$ cat src/rtl/fp_add_result_q.sv
// Result-side companion to the two-cycle FP adder: carries destination tags alongside the adder,
// buffers tagged results in a small FIFO for a stallable writeback port, and issues start credits.
module fp_add_result_q #(
   parameter int RV    = 64,
   parameter int TAG   = 6,
   parameter int LAT   = 2,
   parameter int DEPTH = 4
) (
   input  logic           clk,
   input  logic           reset,
   input  logic           flush,
   input  logic           start,
   input  logic [TAG-1:0] start_tag,
   output logic           issue_ready,
   input  logic           add_valid,
   input  logic           add_exception,
   input  logic [RV-1:0]  add_res,
   output logic           out_valid,
   input  logic           out_ready,
   output logic [TAG-1:0] out_tag,
   output logic [RV-1:0]  out_res,
   output logic [4:0]     out_fflags,
   output logic           err
);

   localparam int AW = $clog2(DEPTH);
   localparam int PW = AW + 1;
   localparam int CW = $clog2(LAT + DEPTH + 1) + 1;
   localparam int SW = $clog2(LAT + 1);

   typedef struct packed {
      logic [TAG-1:0] tag;
      logic [RV-1:0]  res;
      logic           exc;
   } entry_t;

   logic [LAT-1:0]           v_pipe;
   logic [LAT-1:0][TAG-1:0]  tag_pipe;
   logic [SW-1:0]            shadow;
   entry_t                   mem [DEPTH];
   entry_t                   head;
   logic [PW-1:0]            wr_ptr, rd_ptr, occ;
   logic [CW-1:0]            inflight, load;
   logic                     full, empty, v_last, suppress;
   logic                     push_req, push, pop, err_set;

   always_comb begin
      inflight = '0;
      for (int i = 0; i < LAT; i++) inflight = inflight + CW'(v_pipe[i]);
   end

   assign occ         = wr_ptr - rd_ptr;
   assign load        = inflight + CW'(occ);
   assign issue_ready = load < CW'(DEPTH);

   assign empty  = (wr_ptr == rd_ptr);
   assign full   = (wr_ptr[AW] != rd_ptr[AW]) && (wr_ptr[AW-1:0] == rd_ptr[AW-1:0]);
   assign v_last = v_pipe[LAT-1];

   // A pop frees the slot in the same cycle, so a full FIFO still accepts a push while draining.
   assign push_req = add_valid && v_last && !flush;
   assign pop      = !empty && out_ready && !flush;
   assign push     = push_req && (!full || pop);

   // Results of ops killed by a flush are still emitted by the adder for LAT cycles afterwards.
   assign suppress = flush || (shadow != '0);
   assign err_set  = (start && !issue_ready)
                   || (push_req && full && !pop)
                   || (!suppress && add_valid && !v_last)
                   || (!suppress && v_last && !add_valid);

   always_ff @(posedge clk or posedge reset) begin
      if (reset) begin
         v_pipe   <= '0;
         tag_pipe <= '0;
      end else begin
         tag_pipe[0] <= start_tag;
         for (int i = 1; i < LAT; i++) tag_pipe[i] <= tag_pipe[i-1];
         if (flush) begin
            v_pipe <= '0;
         end else begin
            v_pipe[0] <= start;
            for (int i = 1; i < LAT; i++) v_pipe[i] <= v_pipe[i-1];
         end
      end
   end

   always_ff @(posedge clk or posedge reset) begin
      if (reset)               shadow <= '0;
      else if (flush)          shadow <= SW'(LAT);
      else if (shadow != '0)   shadow <= shadow - 1'b1;
   end

   always_ff @(posedge clk or posedge reset) begin
      if (reset) begin
         wr_ptr <= '0;
         rd_ptr <= '0;
      end else if (flush) begin
         wr_ptr <= '0;
         rd_ptr <= '0;
      end else begin
         if (push) wr_ptr <= wr_ptr + 1'b1;
         if (pop)  rd_ptr <= rd_ptr + 1'b1;
      end
   end

   always_ff @(posedge clk) begin
      if (push) mem[wr_ptr[AW-1:0]] <= '{tag: tag_pipe[LAT-1], res: add_res, exc: add_exception};
   end

   always_ff @(posedge clk or posedge reset) begin
      if (reset)        err <= 1'b0;
      else if (err_set) err <= 1'b1;
   end

   assign head       = mem[rd_ptr[AW-1:0]];
   assign out_valid  = !empty;
   assign out_tag    = head.tag;
   assign out_res    = head.res;
   assign out_fflags = {head.exc, 4'b0000};

endmodule
$ cat config.mk
export PLATFORM = sky130hd
export DESIGN_NAME = fp_add_result_q
export DESIGN_NICKNAME = d
export VERILOG_FILES = /design/src/rtl/fp_add_result_q.sv
export SDC_FILE = /design/constraint.sdc
export NUM_CORES = 1
export LEC_CHECK = 0
export BUFFER_PORTS_ARGS = -buffer_cell sky130_fd_sc_hd__buf_2
export CAP_MARGIN = 5
export CELL_PAD_IN_SITES_DETAIL_PLACEMENT = 0
export CELL_PAD_IN_SITES_GLOBAL_PLACEMENT = 1
export CORE_MARGIN = 2
export CORE_UTILIZATION = 45
export DETAILED_ROUTE_END_ITERATION = 6
export PLACE_DENSITY = 0.78
export SLEW_MARGIN = 20
export SYNTH_ARGS = -nofsm -noshare
export SYNTH_HDL_FRONTEND = slang
export SYNTH_SLANG_ARGS = --single-unit
$ cat constraint.sdc
create_clock -name clk -period 3.65 [get_ports clk]
set_input_delay 0.5475 -clock clk [delete_from_list [all_inputs] [get_ports clk]]
set_output_delay 0.5475 -clock clk [all_outputs]
set_load 0.005 [all_outputs]
==> out/metrics.cfg, run 1 <==
[finish]
fillers = 1944
finalNetCount = 723
finish.utilization_pct = 54.32
layout-drive-gt1-share_pct = 43.40
multi_input_comb_area_um2 = 2086
area_growth_pct = 19.64
regArea_um2 = 9111
layout_common_cells = edfxtp_1 (284), buf_2 (150), mux4_2 (71)
final_common_cell = edfxtp_1

[cts]
cts_tree = yes
root_buffer = clkbuf_16
numCtsBuffers = 31
clk_latency_ns = 0.53
htree_levels = 1
cts_resized = 0
postCtsHoldBufs = 0
clkSinkCount = 307
cts.path.max_buffers = 3
clk_transition_reported_paths_ns = 0.06
postCtsSetupBuffers = 0

[detailed_routing]
drc = 0
ant_nets = 0
wire_per_inst_um = 20.43
first_pass_iters = 4
vias = 5142
drt_iter0_drc = 327
via_per_inst = 5.183
wl_um = 20260

[placed_design]
dp_hpwl_um = 12280
place_congestion = 0.7561
portBuffers = 150
dpl_worst_slack_ns = 1.012

[power_and_ir_drop]
ir_drop_mv = 0.4321
p_per_area_nw_per_um2 = 541.0
p_leak_nw = 4.630

[synth]
seq_area_frac_synth_pct = 80.33
synthArstFlopShare_pct = 7.492
ys_ff_latch = 307
syn_inst = 460
synth_largest_area_cell = edfxtp_1
synth_edf_count = 284
synthFlopType = edfxtp_1
synth_top_area_share_pct = 75.25
syn_avg_cell_area_um2 = 24.64
syn_area_um2 = 11330
synth_cell_types = 36
synth_top_cells_by_area = edfxtp_1 (75%), mux4_2 (14%), dfrtp_1 (5.1%)
yosys_warnings = 0

[die]
dieArea_um2 = 26470
die_y_um = 162.7
io_pins = 155
die_w_um = 162.7
design.core.area_um2 = 24960
initial_utilization_pct = 45.40
num_rows = 58

[timing]
grt_setup_unrepaired = no
relSlewSlack_pct = 42.82
final.setup.worst_slack_ns = 0.6330
tightestPinTransition_ns = 0.8568
hold_viol = 0
period_minus_slack_ns = 3.017
fin_crit_sh_pct = 82.66
tns_ns = 0
drv_slew = 0
skew_ns = 0.007608
fmax_mhz = 331.5
setup-violations-final = 0

[worst_setup_path]
crit_path_start = rd_ptr[0]
cp_data_required_time_ns = 3.10
endpoint_kind = output port
worstPathArrival_ns = 2.47
critPathLaunchType = register
crit_fanout = 25
r2r_start = rd_ptr[0]
critical_path_class = register to output port

[hold_path]
min_from = start_tag[4]
min_path_type = input port to register

[global_route]
grt_max_degree = 72
grt_pass1_vias = 5734
grtUsageTotal_pct = 15.40
overflow = 0
grt_pass1_wl_um = 31360
antenna_found_initial = 4

[run_status]
status = finished clean

[run]
max-cap-violations = 0

[power by group]
part	internal (mW)	total, mW	switching [mW]
Combinational	0.167	0.321	0.153
Clock	1.90	3.11	1.22
Sequential	3.88	3.90	0.0262
[final cells by class]
cell class / count / area share [%]
flip-flops and latches: 307 / 67.20
clock buffers: 35 / 5.832
clock inverters: 21 / 1.689
diodes: 3 / 0.05537
well taps: 330 / 3.045
repair buffers: 161 / 6.515
multi-input cells: 125 / 15.38
inverters: 10 / 0.2861
[stage by stage]
| stage | cell area, um2 | power, mW | std cells | hold WS, ns |
|---|---|---|---|---|
| 2_1_floorplan | 11340 | 4.154 | 463 | 0.3312 |
| 3_3_place_gp | 12530 | 4.289 | 933 | 0.3370 |
| 3_5_place_dp | 12530 | 4.303 | 933 | 0.3355 |
| 4_1_cts | 13550 | 7.425 | 989 | 0.08681 |
| 6_report | 13560 | 7.336 | 992 | 0.1141 |
| 5_1_grt | 13550 | 7.587 | 990 | 0.08691 |
[logic make-up (layout without fill, tap and decap cells)]
logic type / after synthesis / in the layout / synth area share [%]
flops: 307 / 307 / 80.33
mux: 77 / 77 / 14.72
buf+inv: 31 / 227 / 1.435
simple gates: 20 / 20 / 0.9386
fa+ha+maj: 10 / 10 / 1.170
compound gates: 10 / 10 / 0.8833
xor+xnor: 4 / 4 / 0.4969
other cells: 1 / 7 / 0.03309
[critical path, stage by stage (launching register included)]
cell and delay (ns):
dfrtp_4 0.69, ha_1 0.47, inv_1 0.08, ha_1 0.28, a21oi_1 0.14, o21a_1 0.15
buf_2 0.11
[cells in the mapped netlist, types with 2 or more instances]
cell      number
and2_1         3
buf_2          4
buf_4         11
clkbuf_1       6
dfrtp_1       23
edfxtp_1     284
ha_1           9
inv_1         10
mux2_1         2
mux2i_1        2
mux4_2        71
nand2_1        4
nor2_1         5
nor2b_1        3
xor2_1         2
[final timing paths]
path	endpoint	cells after the start	slack, ns
max	issue_ready	6	0.63
min	tag_pipe[4]	1	0.11
max reg2reg	mem[1][43]	4	1.09
min reg2reg	tag_pipe[8]	0	0.35
max in group asynchronous	rd_ptr[0]	2	2.84
min in group asynchronous	tag_pipe[2]	2	0.18
[sequential cells by signal (all words and copies together) (netlist names)]
signal,count
err,1
mem,284
rd_ptr,3
shadow,2
tag_pipe,12
v_pipe,2
wr_ptr,3
[metal layers]
layer	GRT usage [%]	wire, um	vias to the layer above
met5	0	13	-
met4	3.821	355	2
met3	3.820	1302	35
met2	26.00	10180	150
met1	20.31	8407	2677
li1	-	-	2278
Note: power is estimated with default switching activity, not from simulation.
==> inputs of run 2 (changes only) <==
Settings changed: CORE_UTILIZATION 45 to 50, PLACE_DENSITY 0.78 to 0.82.
Clock period 3.65 ns to 2.9 ns, I/O delays scaled along.
==> run 2 against run 1 <==
- register-to-register slack worse by 0.55 ns
- critical path depth decreased by 3
- sequential power grew 26%
- sequential cell count unchanged
- routed wire length up 1.3%
- sequential share of layout area shrank 0.14 points
- clock skew grew 0.011 ns
- first-iteration DRC count up 7.0%
- via count increased by 1.5%
- die area down 9.8%
- largest cell class unchanged
==> out/metrics.cfg, run 2 (same netlist as run 1, synthesis figures left out) <==
[detailed_routing]
first_pass_iters = 4
drc = 0
via_per_inst = 5.471
wl_um = 20530
drt_iter0_drc = 350
ant_nets = 0
vias = 5219
wire_per_inst_um = 21.52

[timing]
tns_ns = 0
tightestPinTransition_ns = 0.8720
fin_crit_sh_pct = 93.06
holdWs_ns = 0.03093
fmax_mhz = 370.5
skew_ns = 0.01836
drv_slew = 0
relSlewSlack_pct = 41.80
hold_viol = 0
period_minus_slack_ns = 2.699
setup-violations-final = 0
grt_setup_unrepaired = no

[power_and_ir_drop]
pwr-share-seq_pct = 54.5
p_int_mw = 7.224
p_per_area_nw_per_um2 = 661.3
swShare_pct = 19.61
p_clk_share_pct = 40.8
power.net_switching_mw = 1.762
power_frac_comb_pct = 4.7
p_leak_nw = 4.664
ir_drop_mv = 0.4430

[placed_design]
place_congestion = 0.8065
dp_hpwl_um = 13020
portBuffers = 150

[die]
io_pins = 155
initial_utilization_pct = 50.52
dieArea_um2 = 23890
design.core.area_um2 = 22430
num_rows = 55
die_w_um = 154.6
die_y_um = 154.6

[run_status]
status = finished clean

[worst_setup_path]
path_depth = 3
cp_num_buf_inv = 2
cp_slowest_stage_delay_ns = 0.56
r2r_end = mem[3][36]
endpoint_kind = output port
path_cells = buf_6, mux4_2, buf_2
r2r_cells = 5
crit_fanout = 64
crit_slowest_cell = buf_6
critPathLaunchType = register
cp_data_required_time_ns = 2.47
r2r_start = rd_ptr[1]
rrSetupSlack_ns = 0.54
crit_path_start = rd_ptr[1]
worstPathArrival_ns = 2.26
critPathTopFamily = buffers and inverters
crit_end = out_res[50]
critical_path_class = register to output port

[cts]
htree_levels = 1
clk_transition_reported_paths_ns = 0.06
numCtsBuffers = 30
root_buffer = clkbuf_16
postCtsSetupBuffers = 0
clk_latency_ns = 0.55
cts_tree = yes
clkSinkCount = 307
cts.path.max_buffers = 3

[finish]
multi_input_comb_area_um2 = 2086
largest_reg_flops = 284
layout-drive-gt1-share_pct = 44.01
layout_common_cells = edfxtp_1 (284), buf_2 (150), mux4_2 (71)
regArea_um2 = 9111
finalNetCount = 733
area_growth_pct = 19.89
final_common_cell = edfxtp_1
fillers = 1569

[global_route]
grtUsageTotal_pct = 17.43
antenna_found_initial = 1
grt_pass1_wl_um = 31820
grt_max_degree = 75
grt_pass1_vias = 5725
overflow = 0

[hold_path]
min_from = start_tag[5]
min_path_type = input port to register

[run]
max-cap-violations = 0

==> run 2: metrics by stage <==
step                instance area (um2)  std cells  util (%)  power (mW)  setup slack, ns
finish                            13590        954     60.57       8.986           0.2011
global route                      13590        954     60.57       9.290          0.07264
CTS                               13590        953     60.56       9.080           0.1502
detailed placement                12590        894     56.10       5.417           0.5179
global placement                  12590        894     56.10       5.396           0.5571
floorplan                         11350        463         -       5.228          0.04350
==> run 2: timing repair <==
| action | 4_1_cts | 5_1_grt |
|---|---|---|
| resized for setup | 1 | 0 |
| setup endpoints to repair | 17 | 0 |
| endpoints found under the hold margin | 5 | 0 |
| hold buffers | 5 | 0 |
==> run 2: cell type report <==
cell class | count | share of cell area [%]
diodes | 1 | 0.01842
clock buffers | 40 | 6.252
clock inverters | 14 | 0.7090
inverters | 10 | 0.3039
multi-input cells | 125 | 15.35
flip-flops and latches | 307 | 67.05
well taps | 285 | 2.624
repair buffers | 172 | 7.689
==> run 2: worst min-delay path by stage <==
stage,end,slack [ns],cells past startpoint
2_1_floorplan,tag_pipe[10],0.33,0
3_3_place_gp,tag_pipe[6],0.34,0
3_5_place_dp,tag_pipe[10],0.33,0
4_1_cts,tag_pipe[5],0.003,1
5_1_grt,tag_pipe[5],0.01,1
6_report,tag_pipe[5],0.03,1
==> run 2: power groups by stage <==
stage	sequential, mW	combinational, mW	clock (mW)
global route	4.90	0.473	3.92
finish	4.90	0.427	3.66
CTS	4.90	0.435	3.75
global placement	4.99	0.408	0
detailed placement	4.99	0.428	0
floorplan	4.99	0.243	0
==> run 2: metal layers <==
layer | part of all wire [%] | global-route usage, %
met5 | 0 | 0
met2 | 51 | 29.97
met1 | 40 | 22.93
met4 | 3.0 | 5.908
met3 | 5.5 | 2.942
==> inputs of run 3 (changes only) <==
Settings changed: CELL_PAD_IN_SITES_DETAIL_PLACEMENT 0 to default, CELL_PAD_IN_SITES_GLOBAL_PLACEMENT 1 to default, CORE_ASPECT_RATIO from default to 1.5, CORE_UTILIZATION 50 to 57.
==> run 3 against run 2 <==
- critical path type unchanged
- via count shrank 0.75%
- count of clock-buffer cells in the layout shrank 4
- highest routed layer unchanged
- clock power shrank 3%
==> out/metrics.cfg, run 3 (same netlist as run 1, synthesis figures left out) <==
[worst_setup_path]
endpoint_kind = output port
r2r_end = mem[0][27]
path_cells = buf_12, mux4_2, buf_2
critPathLaunchType = register
r2r_start = wr_ptr[0]
cp_data_required_time_ns = 2.47
critical_path_class = register to output port
crit_slowest_cell = mux4_2
rrSetupSlack_ns = 0.61
crit_fanout = 74
worstPathArrival_ns = 2.25
cp_slowest_stage_delay_ns = 0.60
r2r_cells = 5

[finish]
layout_common_cells = edfxtp_1 (284), buf_2 (150), mux4_2 (71)
regArea_um2 = 9111
fillers = 1207
area_growth_pct = 18.35
final_cell_count_no_fill = 920
layout-drive-gt1-share_pct = 43.66
multi_input_comb_area_um2 = 2086
largest_reg_flops = 284
finalNetCount = 722
final_common_cell = edfxtp_1

[timing]
fin_crit_sh_pct = 92.42
relSlewSlack_pct = 43.72
hold_viol = 0
tns_ns = 0
period_minus_slack_ns = 2.680
skew_ns = 0.01836
setup-violations-final = 0
fmax_mhz = 373.1
grt_setup_unrepaired = no
tightestPinTransition_ns = 0.8432
drv_slew = 0

[hold_path]
holdPathEnd = tag_pipe[0]
min_path_type = input port to register
min_from = start_tag[0]
whs_path_depth = 1

[die]
design.core.area_um2 = 19630
num_rows = 63
io_pins = 155
die_y_um = 176.7
die_w_um = 119.1
initial_utilization_pct = 57.74
dieArea_um2 = 21050

[global_route]
grt_pass1_vias = 5546
grtUsageTotal_pct = 19.42
antenna_found_initial = 5
grt_pass1_wl_um = 30970
grt_max_degree = 75
overflow = 0

[placed_design]
placed_cells = 865
place_congestion = 0.7721
dp_hpwl_um = 12670
portBuffers = 150

[detailed_routing]
via_per_inst = 5.630
vias = 5180
wire_per_inst_um = 22.11
drc = 0
wl_um = 20340
drt_iter0_drc = 437
ant_nets = 0
first_pass_iters = 4

[cts]
root_buffer = clkbuf_16
postCtsHoldBufs = 1
clk_transition_reported_paths_ns = 0.06
htree_levels = 1
cts_tree = yes
cts_resized = 0
numCtsBuffers = 27
postCtsSetupBuffers = 0
clk_latency_ns = 0.53
clkSinkCount = 307
cts.path.max_buffers = 3

[power_and_ir_drop]
power_frac_comb_pct = 4.8
p_leak_nw = 4.584
pwr-share-seq_pct = 55.2
p_per_area_nw_per_um2 = 661.4
p_int_mw = 7.164
power.net_switching_mw = 1.708
ir_drop_mv = 0.8441
swShare_pct = 19.25
p_clk_share_pct = 40.0

[run]
max-cap-violations = 0

[run_status]
status = finished clean

[run 3: routing by layer]
metal	routed length, um	track usage [%]
met1	7696	24.61
met2	11050	34.22
met3	1020	3.061
met4	576	7.192
met5	0	0
[run 3: worst max-delay path by stage]
stage | slack (ns) | endpoint | depth (start not counted) | from
after floorplan | 0.04 | mem[3][0] | 6 | rd_ptr[1]
after CTS | 0.18 | out_tag[3] | 3 | rd_ptr[0]
final | 0.22 | out_res[52] | 3 | rd_ptr[0]
after detailed placement | 0.60 | mem[0][17] | 5 | wr_ptr[0]
after global routing | 0.08 | out_res[29] | 3 | rd_ptr[0]
after global placement | 0.68 | mem[0][17] | 5 | wr_ptr[0]
[run 3: final cells by class]
type	instances	area share [%]
sequential	307	67.93
inverter	10	0.3078
multi-input combinational	125	15.55
timing repair buffer	164	6.959
tap	260	2.425
antenna	5	0.09328
clock inverter	13	0.8955
clock buffer	36	5.840
[run 3: power by group through the flow]
stage               registers (mW)  logic [mW]  clock network, mW
floorplan                     4.99       0.243                  0
global placement              4.99       0.407                  0
detailed placement            4.99       0.428                  0
CTS                           4.90       0.432               3.62
global route                  4.90       0.469               3.80
finish                        4.90       0.423               3.55
[run 3: critical path: cells and delay by family (launching register included)]
family / cells / cell delay [ns]
buffers and inverters: 2 / 0.62
flip-flops: 1 / 0.43
multiplexers: 1 / 0.60
[run 3: metrics by stage]
stage / cell area [um2] / power, mW / util (%) / hold WS (ns) / setup slack, ns
after global routing: 13410 / 9.161 / 68.32 / 0.005056 / 0.07617
after detailed placement: 12490 / 5.418 / 63.62 / 0.3347 / 0.6024
after CTS: 13400 / 8.943 / 68.27 / 0.007316 / 0.1761
after floorplan: 11350 / 5.228 / - / 0.3312 / 0.04350
after global placement: 12490 / 5.393 / 63.62 / 0.3377 / 0.6799
final: 13410 / 8.871 / 68.34 / 0.02607 / 0.2199
